===== src/rtl/uart_tx_fifo.sv =====
// uart_tx_fifo: byte-queued 8N1 serial transmitter behind a memory-mapped
// TX data register. Bytes written with tx_wr are held in a small FIFO and
// shifted out LSB first.
//
// Optional feature: define UART_TX_PARITY_EN to insert an even-parity bit
// between the last data bit and the stop bit (frame becomes 8E1).
//
// Every output is registered from the current state, so the serial line
// follows the FSM state by one clock. For example, the start bit appears
// two edges after the edge that samples tx_wr.
module uart_tx_fifo #(
  parameter int CLKS_PER_BIT = 434,
  parameter int FIFO_DEPTH   = 4
) (
  input  logic       clk,
  input  logic       rst_n,
  input  logic       tx_wr,
  input  logic [7:0] tx_data,
  output logic       uart_txd,
  output logic       tx_done,
  output logic       tx_full,
  output logic       tx_ovf
);

  localparam int PW = (FIFO_DEPTH > 1) ? $clog2(FIFO_DEPTH) : 1;
  localparam int CW = PW + 1;
  localparam int BW = $clog2(CLKS_PER_BIT);
  localparam logic [BW-1:0] BAUD_LAST  = BW'(CLKS_PER_BIT - 1);
  localparam logic [CW-1:0] COUNT_FULL = CW'(FIFO_DEPTH);

  typedef enum logic [2:0] {
    ST_IDLE   = 3'd0,
    ST_START  = 3'd1,
    ST_DATA   = 3'd2,
    ST_STOP   = 3'd3
`ifdef UART_TX_PARITY_EN
    , ST_PARITY = 3'd4
`endif
  } state_t;

  // FIFO storage and bookkeeping
  logic [7:0]    r_mem [FIFO_DEPTH];
  logic [PW-1:0] r_wptr;
  logic [PW-1:0] r_rptr;
  logic [CW-1:0] r_count;
  logic [CW-1:0] w_count_next;
  logic          w_wr_acc;
  logic          w_pop;

  // Transmit engine
  state_t        r_state;
  state_t        w_state_next;
  logic [BW-1:0] r_baud;
  logic [2:0]    r_bitcnt;
  logic [7:0]    r_shift;
  logic          w_bit_end;
`ifdef UART_TX_PARITY_EN
  logic          r_par;
`endif

  // Registered outputs
  logic          r_txd;
  logic          r_done;
  logic          r_full;
  logic          r_ovf;
  logic          w_txd_next;
  logic          w_done_next;

  // Writes are refused only when the queue is full; the FSM never blocks them.
  // A pop happens only from IDLE, whenever something is queued.
  assign w_wr_acc  = tx_wr & ~r_full;
  assign w_pop     = (r_state == ST_IDLE) && (r_count != '0);
  assign w_bit_end = (r_baud == BAUD_LAST);

  // Occupancy update: a simultaneous write and pop leaves the count unchanged.
  always_comb begin
    w_count_next = r_count;
    case ({w_wr_acc, w_pop})
      2'b10:   w_count_next = r_count + CW'(1);
      2'b01:   w_count_next = r_count - CW'(1);
      default: w_count_next = r_count;
    endcase
  end

  // FIFO storage, pointers (wrap naturally at the power-of-two depth) and count.
  always_ff @(posedge clk or negedge rst_n) begin
    if (!rst_n) begin
      r_wptr  <= '0;
      r_rptr  <= '0;
      r_count <= '0;
      for (int i = 0; i < FIFO_DEPTH; i++) begin
        r_mem[i] <= 8'h00;
      end
    end else begin
      if (w_wr_acc) begin
        r_mem[r_wptr] <= tx_data;
        r_wptr        <= r_wptr + PW'(1);
      end
      if (w_pop) begin
        r_rptr <= r_rptr + PW'(1);
      end
      r_count <= w_count_next;
    end
  end

  // FSM state register.
  always_ff @(posedge clk or negedge rst_n) begin
    if (!rst_n) begin
      r_state <= ST_IDLE;
    end else begin
      r_state <= w_state_next;
    end
  end

  // FSM next-state logic: each serial bit lasts until the baud counter wraps.
  always_comb begin
    w_state_next = r_state;
    case (r_state)
      ST_IDLE: begin
        if (w_pop) w_state_next = ST_START;
        else       w_state_next = ST_IDLE;
      end
      ST_START: begin
        if (w_bit_end) w_state_next = ST_DATA;
        else           w_state_next = ST_START;
      end
      ST_DATA: begin
        if (w_bit_end && (r_bitcnt == 3'd7)) begin
`ifdef UART_TX_PARITY_EN
          w_state_next = ST_PARITY;
`else
          w_state_next = ST_STOP;
`endif
        end else begin
          w_state_next = ST_DATA;
        end
      end
`ifdef UART_TX_PARITY_EN
      ST_PARITY: begin
        if (w_bit_end) w_state_next = ST_STOP;
        else           w_state_next = ST_PARITY;
      end
`endif
      ST_STOP: begin
        if (w_bit_end) w_state_next = ST_IDLE;
        else           w_state_next = ST_STOP;
      end
      default: w_state_next = ST_IDLE;
    endcase
  end

  // Baud counter, data-bit counter and shift register.
  // The baud counter clears on every state entry and at each data-bit boundary.
  always_ff @(posedge clk or negedge rst_n) begin
    if (!rst_n) begin
      r_baud   <= '0;
      r_bitcnt <= 3'd0;
      r_shift  <= 8'h00;
`ifdef UART_TX_PARITY_EN
      r_par    <= 1'b0;
`endif
    end else begin
      if ((r_state == ST_IDLE) || (w_state_next != r_state) || w_bit_end) begin
        r_baud <= '0;
      end else begin
        r_baud <= r_baud + BW'(1);
      end

      if (r_state != ST_DATA) begin
        r_bitcnt <= 3'd0;
      end else if (w_bit_end) begin
        r_bitcnt <= r_bitcnt + 3'd1;
      end else begin
        r_bitcnt <= r_bitcnt;
      end

      if (w_pop) begin
        r_shift <= r_mem[r_rptr];
`ifdef UART_TX_PARITY_EN
        r_par   <= ^r_mem[r_rptr];
`endif
      end else if ((r_state == ST_DATA) && w_bit_end) begin
        r_shift <= {1'b0, r_shift[7:1]};
      end else begin
        r_shift <= r_shift;
      end
    end
  end

  // FSM output logic: line level and done status derived from the current state.
  always_comb begin
    w_txd_next = 1'b1;
    case (r_state)
      ST_IDLE:   w_txd_next = 1'b1;
      ST_START:  w_txd_next = 1'b0;
      ST_DATA:   w_txd_next = r_shift[0];
`ifdef UART_TX_PARITY_EN
      ST_PARITY: w_txd_next = r_par;
`endif
      ST_STOP:   w_txd_next = 1'b1;
      default:   w_txd_next = 1'b1;
    endcase
    if ((r_state == ST_IDLE) && (r_count == '0)) begin
      w_done_next = 1'b1;
    end else begin
      w_done_next = 1'b0;
    end
  end

  // Output registers. tx_full tracks the count being loaded this edge.
  // tx_ovf flags a write that arrived while full.
  always_ff @(posedge clk or negedge rst_n) begin
    if (!rst_n) begin
      r_txd  <= 1'b1;
      r_done <= 1'b1;
      r_full <= 1'b0;
      r_ovf  <= 1'b0;
    end else begin
      r_txd  <= w_txd_next;
      r_done <= w_done_next;
      r_full <= (w_count_next == COUNT_FULL);
      r_ovf  <= tx_wr & r_full;
    end
  end

  assign uart_txd = r_txd;
  assign tx_done  = r_done;
  assign tx_full  = r_full;
  assign tx_ovf   = r_ovf;

endmodule

===== config.mk =====
export PLATFORM = sky130hd
export DESIGN_NAME = uart_tx_fifo
export DESIGN_NICKNAME = d
export VERILOG_FILES = /design/src/rtl/uart_tx_fifo.sv
export SDC_FILE = /design/constraint.sdc
export NUM_CORES = 1
export LEC_CHECK = 0
export BUFFER_PORTS_ARGS = -buffer_cell sky130_fd_sc_hd__buf_2
export CAP_MARGIN = 20
export CORE_ASPECT_RATIO = 0.9
export CORE_MARGIN = 1.5
export CORE_UTILIZATION = 25
export CTS_BUF_LIST = sky130_fd_sc_hd__clkbuf_8
export DETAILED_ROUTE_END_ITERATION = 10
export PLACE_DENSITY = 0.38
export SLEW_MARGIN = 20
export SYNTH_ARGS = -nofsm -noshare
export SYNTH_HDL_FRONTEND = slang
export SYNTH_SLANG_ARGS = --single-unit

===== constraint.sdc =====
create_clock -name clk -period 2.7 [get_ports clk]
set_input_delay 0 -clock clk [delete_from_list [all_inputs] [get_ports clk]]
set_output_delay 0 -clock clk [all_outputs]
set_load 0.03 [all_outputs]

==> flow_metrics.py, run 1 <==
metrics = {
    "sta": {
        "max_freq_mhz": 412,
        "fin_tns_setup_ns": 0,
        "slew_headroom": 0.553,
        "rsz0062_at_grt": "no",
        "period_share": 0.898,
        "setup_viol": 0,
        "worst_slack_ns": 0.274,
        "hold_viol_final": 0,
        "fin_crit_ns": 2.43,
        "fin_worst_skew_ns": 0.00836,
        "tightest_slew_ns": 0.671,
        "maxSlewViolCount": 0,
    },
    "clock_network": {
        "h-tree-depth": 3,
        "cts_hold_buf": 10,
        "cts_tree": "yes",
        "numCtsBuffers": 9,
        "cts.sinks": 65,
        "clockBufferDepth": 2,
        "cts_setup_buffers": 0,
        "clk_pin_slew_ns": 0.07,
        "ctsResizeCount": 0,
        "clkLatencyLatePin_ns": 0.34,
        "cts_root_buf": "clkbuf_8",
    },
    "worst_setup_path": {
        "path_buf_inv": 2,
        "r2r_start": "r_state[1]",
        "startpoint_type": "register",
        "rr_endpoint": "tx_full",
        "slowest_delay_ns": 0.44,
        "startpoint": "r_state[1]",
        "path_cells": "nor2_1 > nand2_8 > inv_4 > ha_1 > inv_1 > fa_1 > xor2_1 > or3_1 > a211oi_1",
        "crit_arrival_ns": 2.68,
        "critical-path-top-delay-family": "simple AND/OR/NAND/NOR gates",
        "cpMaxStageDelayCell": "dfrtp_1",
        "reg2reg_slack_ns": 0.27,
        "required_ns": 2.95,
        "reg2regPathDepth": 9,
        "crit_path_max_fanout": 6,
        "path_class": "register to register",
        "cp-end-kind": "register",
    },
    "power_and_ir_drop": {
        "cellPowerDensity_nw_per_um2": 1040,
        "leakagePower_nw": 1.55,
        "vdd_drop_max_v": 0.000325,
    },
    "final_layout": {
        "area_delta_synth_final_pct": 19.6,
        "fillers": 1229,
        "final_nets": 291,
        "layout-drive-gt1-share": 0.320,
        "antenna_cells": 0,
    },
    "placed_design": {
        "pre_cts_slack_ns": 0.269,
        "place_hpwl_um": 4300,
        "port_buffers": 14,
        "place.gp.congestion": 0.688,
    },
    "synth": {
        "synth_common_cells": "63 x dfrtp_1, 32 x mux2_2, 13 x o21ai_0, 10 x inv_1, 10 x nand3_1",
        "synth.yosys.seq_area_share": 0.528,
        "synth_top_flop_cell": "dfrtp_1",
        "async_flop_share": 1.00,
        "synth_warnings": 0,
        "synth_top_cell_area_share": 0.511,
        "yosysTopAreaCell": "dfrtp_1",
        "synth_area_um2": 3080,
        "syn_area_per_cell_um2": 12.9,
        "syn_inst": 240,
        "synth.most_common_cell": "dfrtp_1",
        "ys_ff_latch": 65,
        "yosys-top-cells-area": "dfrtp_1 51%, mux2_2 12%, mux4_2 5.8%",
        "synth.distinct_cells": 42,
        "synth-edff-count": 0,
        "synthesis.nets": 261,
    },
    "grt": {
        "grt_max_degree": 43,
        "grt_pass1_wl_um": 10900,
        "grt_use_total": 0.112,
        "grt.overflow.total": 0,
        "antenna_found_initial": 0,
        "grt_pass1_vias": 2055,
    },
    "floorplan": {
        "core.rowCount": 38,
        "ioPinCount": 15,
        "die_w_um": 120,
        "core_um2": 12000,
        "start_util": 0.256,
        "die_h_um": 108,
        "die_area_um2": 13000,
    },
    "route": {
        "finalWirelength_um": 6480,
        "vias": 1960,
        "drtAntennaViolNets": 0,
        "first_iter_violations": 72,
        "first_pass_iters": 6,
        "via_per_inst": 4.51,
        "wire_per_inst_um": 14.9,
        "drc": 0,
    },
    "run_status": {
        "status": "completed",
    },
    "flow_run": {
        "maxCapViolCount": 0,
    },
    "hold_path": {
        "hold_path.class": "primary input to async pin",
    },
}
registers in the layout, summed over array words and instances (netlist names):
signal / count
r_rptr: 2
tx_ovf: 1
uart_txd: 1
tx_done: 1
r_shift: 8
r_mem: 32
r_count: 3
r_baud: 9
r_bitcnt: 3
tx_full: 1
r_wptr: 2
r_state: 2
placed cells by master (no fill, tap or decap), types with 2 or more instances in the layout:
master / netlist / routed
xor2_1: 3 / 3
inv_1: 10 / 11
dlygate4sd3_1: 0 / 10
xnor2_1: 6 / 6
a21oi_1: 7 / 7
o211ai_1: 2 / 2
clkbuf_8: 0 / 10
mux4_2: 8 / 8
a31oi_1: 3 / 3
nand4_1: 9 / 9
nor2b_1: 2 / 2
buf_2: 5 / 13
or3_1: 6 / 6
nor3_1: 4 / 4
nor2_1: 8 / 8
bufinv_16: 0 / 3
o21ai_0: 13 / 13
ha_1: 9 / 9
o311ai_2: 2 / 2
dfstp_2: 2 / 2
o31ai_1: 4 / 4
nand2_1: 9 / 9
dfrtp_1: 63 / 63
buf_4: 0 / 6
mux2_2: 32 / 32
nand3_1: 10 / 10
per-stage QoR:
step                cell area, µm²  hold WS, ns   util  total power, mW  instances
floorplan                     3080       -0.296      -             2.55        240
global placement              3340        0.218  0.278             2.85        409
detailed placement            3340        0.227  0.278             2.86        409
CTS                           3680        0.382  0.306             3.92        435
global route                  3690        0.228  0.307             4.13        435
finish                        3690        0.194  0.307             3.85        435
layout make-up:
class | count | area [µm²] | share of cell area
inverters | 11 | 43.8 | 0.0119
multi-input cells | 154 | 1360 | 0.369
well taps | 160 | 200 | 0.0543
clock inverters | 6 | 106 | 0.0288
flip-flops and latches | 65 | 1630 | 0.442
repair buffers | 29 | 210 | 0.0570
clock buffers | 10 | 138 | 0.0373
report_power, final:
group / leakage (nW) / switching [mW] / internal [mW]
combinational: 0.638 / 0.480 / 0.652
clock: 0.124 / 0.382 / 0.634
sequential: 0.789 / 0.316 / 1.38
cell families after synthesis:
kind of cell / after synthesis / share of synthesized area
and+or+nand+nor: 60 / 0.123
xor gates and xnor gates: 9 / 0.0256
buffers and inverters: 21 / 0.0308
DFF: 65 / 0.528
AOI/OAI and AO/OA: 35 / 0.0746
adders and majority gates: 10 / 0.0430
muxes: 40 / 0.175
worst register-to-register path, cell delays in order (launching register included):
cell,delay [ns]
dfrtp_1,0.44
nor2_1,0.37
nand2_8,0.11
inv_4,0.10
ha_1,0.18
inv_1,0.06
fa_1,0.37
xor2_1,0.16
or3_1,0.33
a211oi_1,0.24
worst max-delay path by stage:
stage / to / cells past startpoint
finish: tx_full / 9
global route: tx_full / 9
CTS: tx_full / 9
detailed placement: tx_full / 9
global placement: tx_full / 9
floorplan: tx_full / 9
routing by layer:
layer | vias up | GRT usage | wire, µm
li1 | 943 | - | -
met1 | 987 | 0.142 | 3140
met2 | 22 | 0.178 | 3050
met3 | 8 | 0.0364 | 192
met4 | 0 | 0.0442 | 92
met5 | - | 0 | 0
Note: power is estimated with default switching activity, not from simulation.
==> run 2, diff against run 1 <==
CORE_UTILIZATION = 35   (was 25)
PLACE_DENSITY = 0.49   (was 0.38)
==> flow_metrics.py, run 2 (synthesis results as in run 1) <==
metrics = {
    "run_status": {
        "status": "completed",
    },
    "placed_design": {
        "pre_cts_slack_ns": 0.251,
        "dp_cells": 368,
        "port_buffers": 14,
        "place.gp.congestion": 0.736,
        "place_hpwl_um": 4090,
    },
    "final_layout": {
        "fillers": 837,
        "final_nets": 291,
        "area_delta_synth_final_pct": 17.6,
        "multi_input_area_um2": 1360,
        "final_cell_mix": "63 x dfrtp_1, 32 x mux2_2, 14 x buf_2",
        "instances_no_fill": 394,
        "largestRegisters": "r_mem (32), r_baud (9), r_shift (8)",
        "final_common_cell": "dfrtp_1",
        "seq_area_um2": 1630,
        "antenna_cells": 0,
        "largest_reg_flops": 32,
        "layout-drive-gt1-share": 0.324,
        "top_register": "r_mem",
    },
    "worst_setup_path": {
        "cp-end-kind": "register",
        "startpoint_type": "register",
        "required_ns": 2.95,
        "crit_path_max_fanout": 7,
        "crit_arrival_ns": 2.68,
        "cpMaxStageDelayCell": "dfrtp_1",
        "path_cells": "nor2_1 > nand2_8 > inv_4 > ha_1 > inv_1 > fa_1 > xor2_1 > or3_1 > a211oi_1",
        "slowest_delay_ns": 0.45,
        "path_class": "register to register",
    },
    "route": {
        "wire_per_inst_um": 15.4,
        "vias": 2000,
        "first_iter_violations": 89,
        "via_per_inst": 5.08,
        "drc": 0,
        "first_pass_iters": 4,
        "drtAntennaViolNets": 0,
        "finalWirelength_um": 6070,
    },
    "grt": {
        "antenna_found_initial": 0,
        "grt_pass1_wl_um": 10500,
        "grt_max_degree": 40,
        "grt_use_total": 0.149,
        "grt.overflow.total": 0,
        "grt_pass1_vias": 1983,
    },
    "power_and_ir_drop": {
        "swShare": 0.312,
        "pwr-share-comb": 0.295,
        "leakagePower_nw": 1.55,
        "p_clk_frac": 0.259,
        "p_switching_mw": 1.18,
        "seq_power_share": 0.446,
        "vdd_drop_max_v": 0.000525,
        "cellPowerDensity_nw_per_um2": 1050,
        "p_int_mw": 2.61,
    },
    "sta": {
        "fin_crit_ns": 2.43,
        "slew_headroom": 0.570,
        "maxSlewViolCount": 0,
        "tightest_slew_ns": 0.645,
        "period_share": 0.900,
        "rsz0062_at_grt": "no",
        "fin_worst_skew_ns": 0.0109,
        "fin_tns_setup_ns": 0,
        "max_freq_mhz": 412,
        "setup_viol": 0,
        "hold_viol_final": 0,
        "fin_hold_ws_ns": 0.186,
        "worst_slack_ns": 0.271,
    },
    "clock_network": {
        "clkLatencyLatePin_ns": 0.35,
        "h-tree-depth": 3,
        "cts.sinks": 65,
        "cts_setup_buffers": 0,
        "clk_pin_slew_ns": 0.08,
        "cts_tree": "yes",
        "cts_root_buf": "clkbuf_8",
        "numCtsBuffers": 9,
        "clockBufferDepth": 2,
    },
    "floorplan": {
        "start_util": 0.360,
        "core_um2": 8570,
        "die_area_um2": 9390,
        "core.rowCount": 32,
        "die_h_um": 92.1,
        "die_w_um": 102,
        "ioPinCount": 15,
    },
    "hold_path": {
        "hold_path.class": "primary input to async pin",
    },
    "flow_run": {
        "maxCapViolCount": 0,
    },
}
run 2: layout make-up:
cell class                      instances  area share
Clock buffer                           11      0.0417
Sequential cell                        65       0.449
Tap cell                              119      0.0410
Multi-Input combinational cell        154       0.375
Clock inverter                          5      0.0238
Timing Repair Buffer                   29      0.0573
Inverter                               11      0.0121
run 2: repair_timing:
item / 4_1_cts / 5_1_grt
endpoints found under the hold margin: 98 / 0
resized for setup: 0 / 0
hold buffers: 10 / 0
run 2: path summary, 6_finish.rpt:
path / from / endpoint / slack [ns] / cells past startpoint
max: r_state[0] / tx_full / 0.27 / 9
min: rst_n / r_bitcnt[0] / 0.19 / 3
max reg2reg: r_state[0] / tx_full / 0.27 / 9
min reg2reg: r_mem[16] / r_mem[16] / 0.50 / 1
max in group asynchronous: rst_n / r_mem[31] / 2.10 / 3
min in group clk: tx_wr / tx_ovf / 0.41 / 3
run 2: worst max-delay path, delay by kind of cell (launching register included):
family	cells	cell delay (ns)
AO/OA/AOI/OAI	1	0.24
XOR/XNOR	1	0.16
adder cells (fa/ha/maj)	2	0.54
buffers and inverters	2	0.16
flip-flops	1	0.45
AND/OR/NAND/NOR	3	0.79
run 2: layer usage:
layer / wire, µm / vias to the layer above / global-route usage
met5: 0 / - / 0
met1: 2910 / 1021 / 0.210
met4: 72 / 0 / 0.0411
met3: 218 / 7 / 0.0526
li1: - / 940 / -
met2: 2870 / 32 / 0.215
run 2: power by group through the flow:
stage	sequential [mW]	combinational (mW)	clock (mW)
after CTS	1.70	1.14	1.01
after floorplan	1.59	0.968	0
after detailed placement	1.72	1.13	0
after global routing	1.75	1.25	1.06
final	1.69	1.12	0.981
after global placement	1.71	1.11	0
run 2: stage by stage:
stage	total power [mW]	utilization	cell area (µm²)
2_1_floorplan	2.55	-	3080
3_3_place_gp	2.82	0.384	3290
4_1_cts	3.85	0.423	3630
6_report	3.79	0.423	3630
5_1_grt	4.06	0.423	3630
3_5_place_dp	2.84	0.384	3290
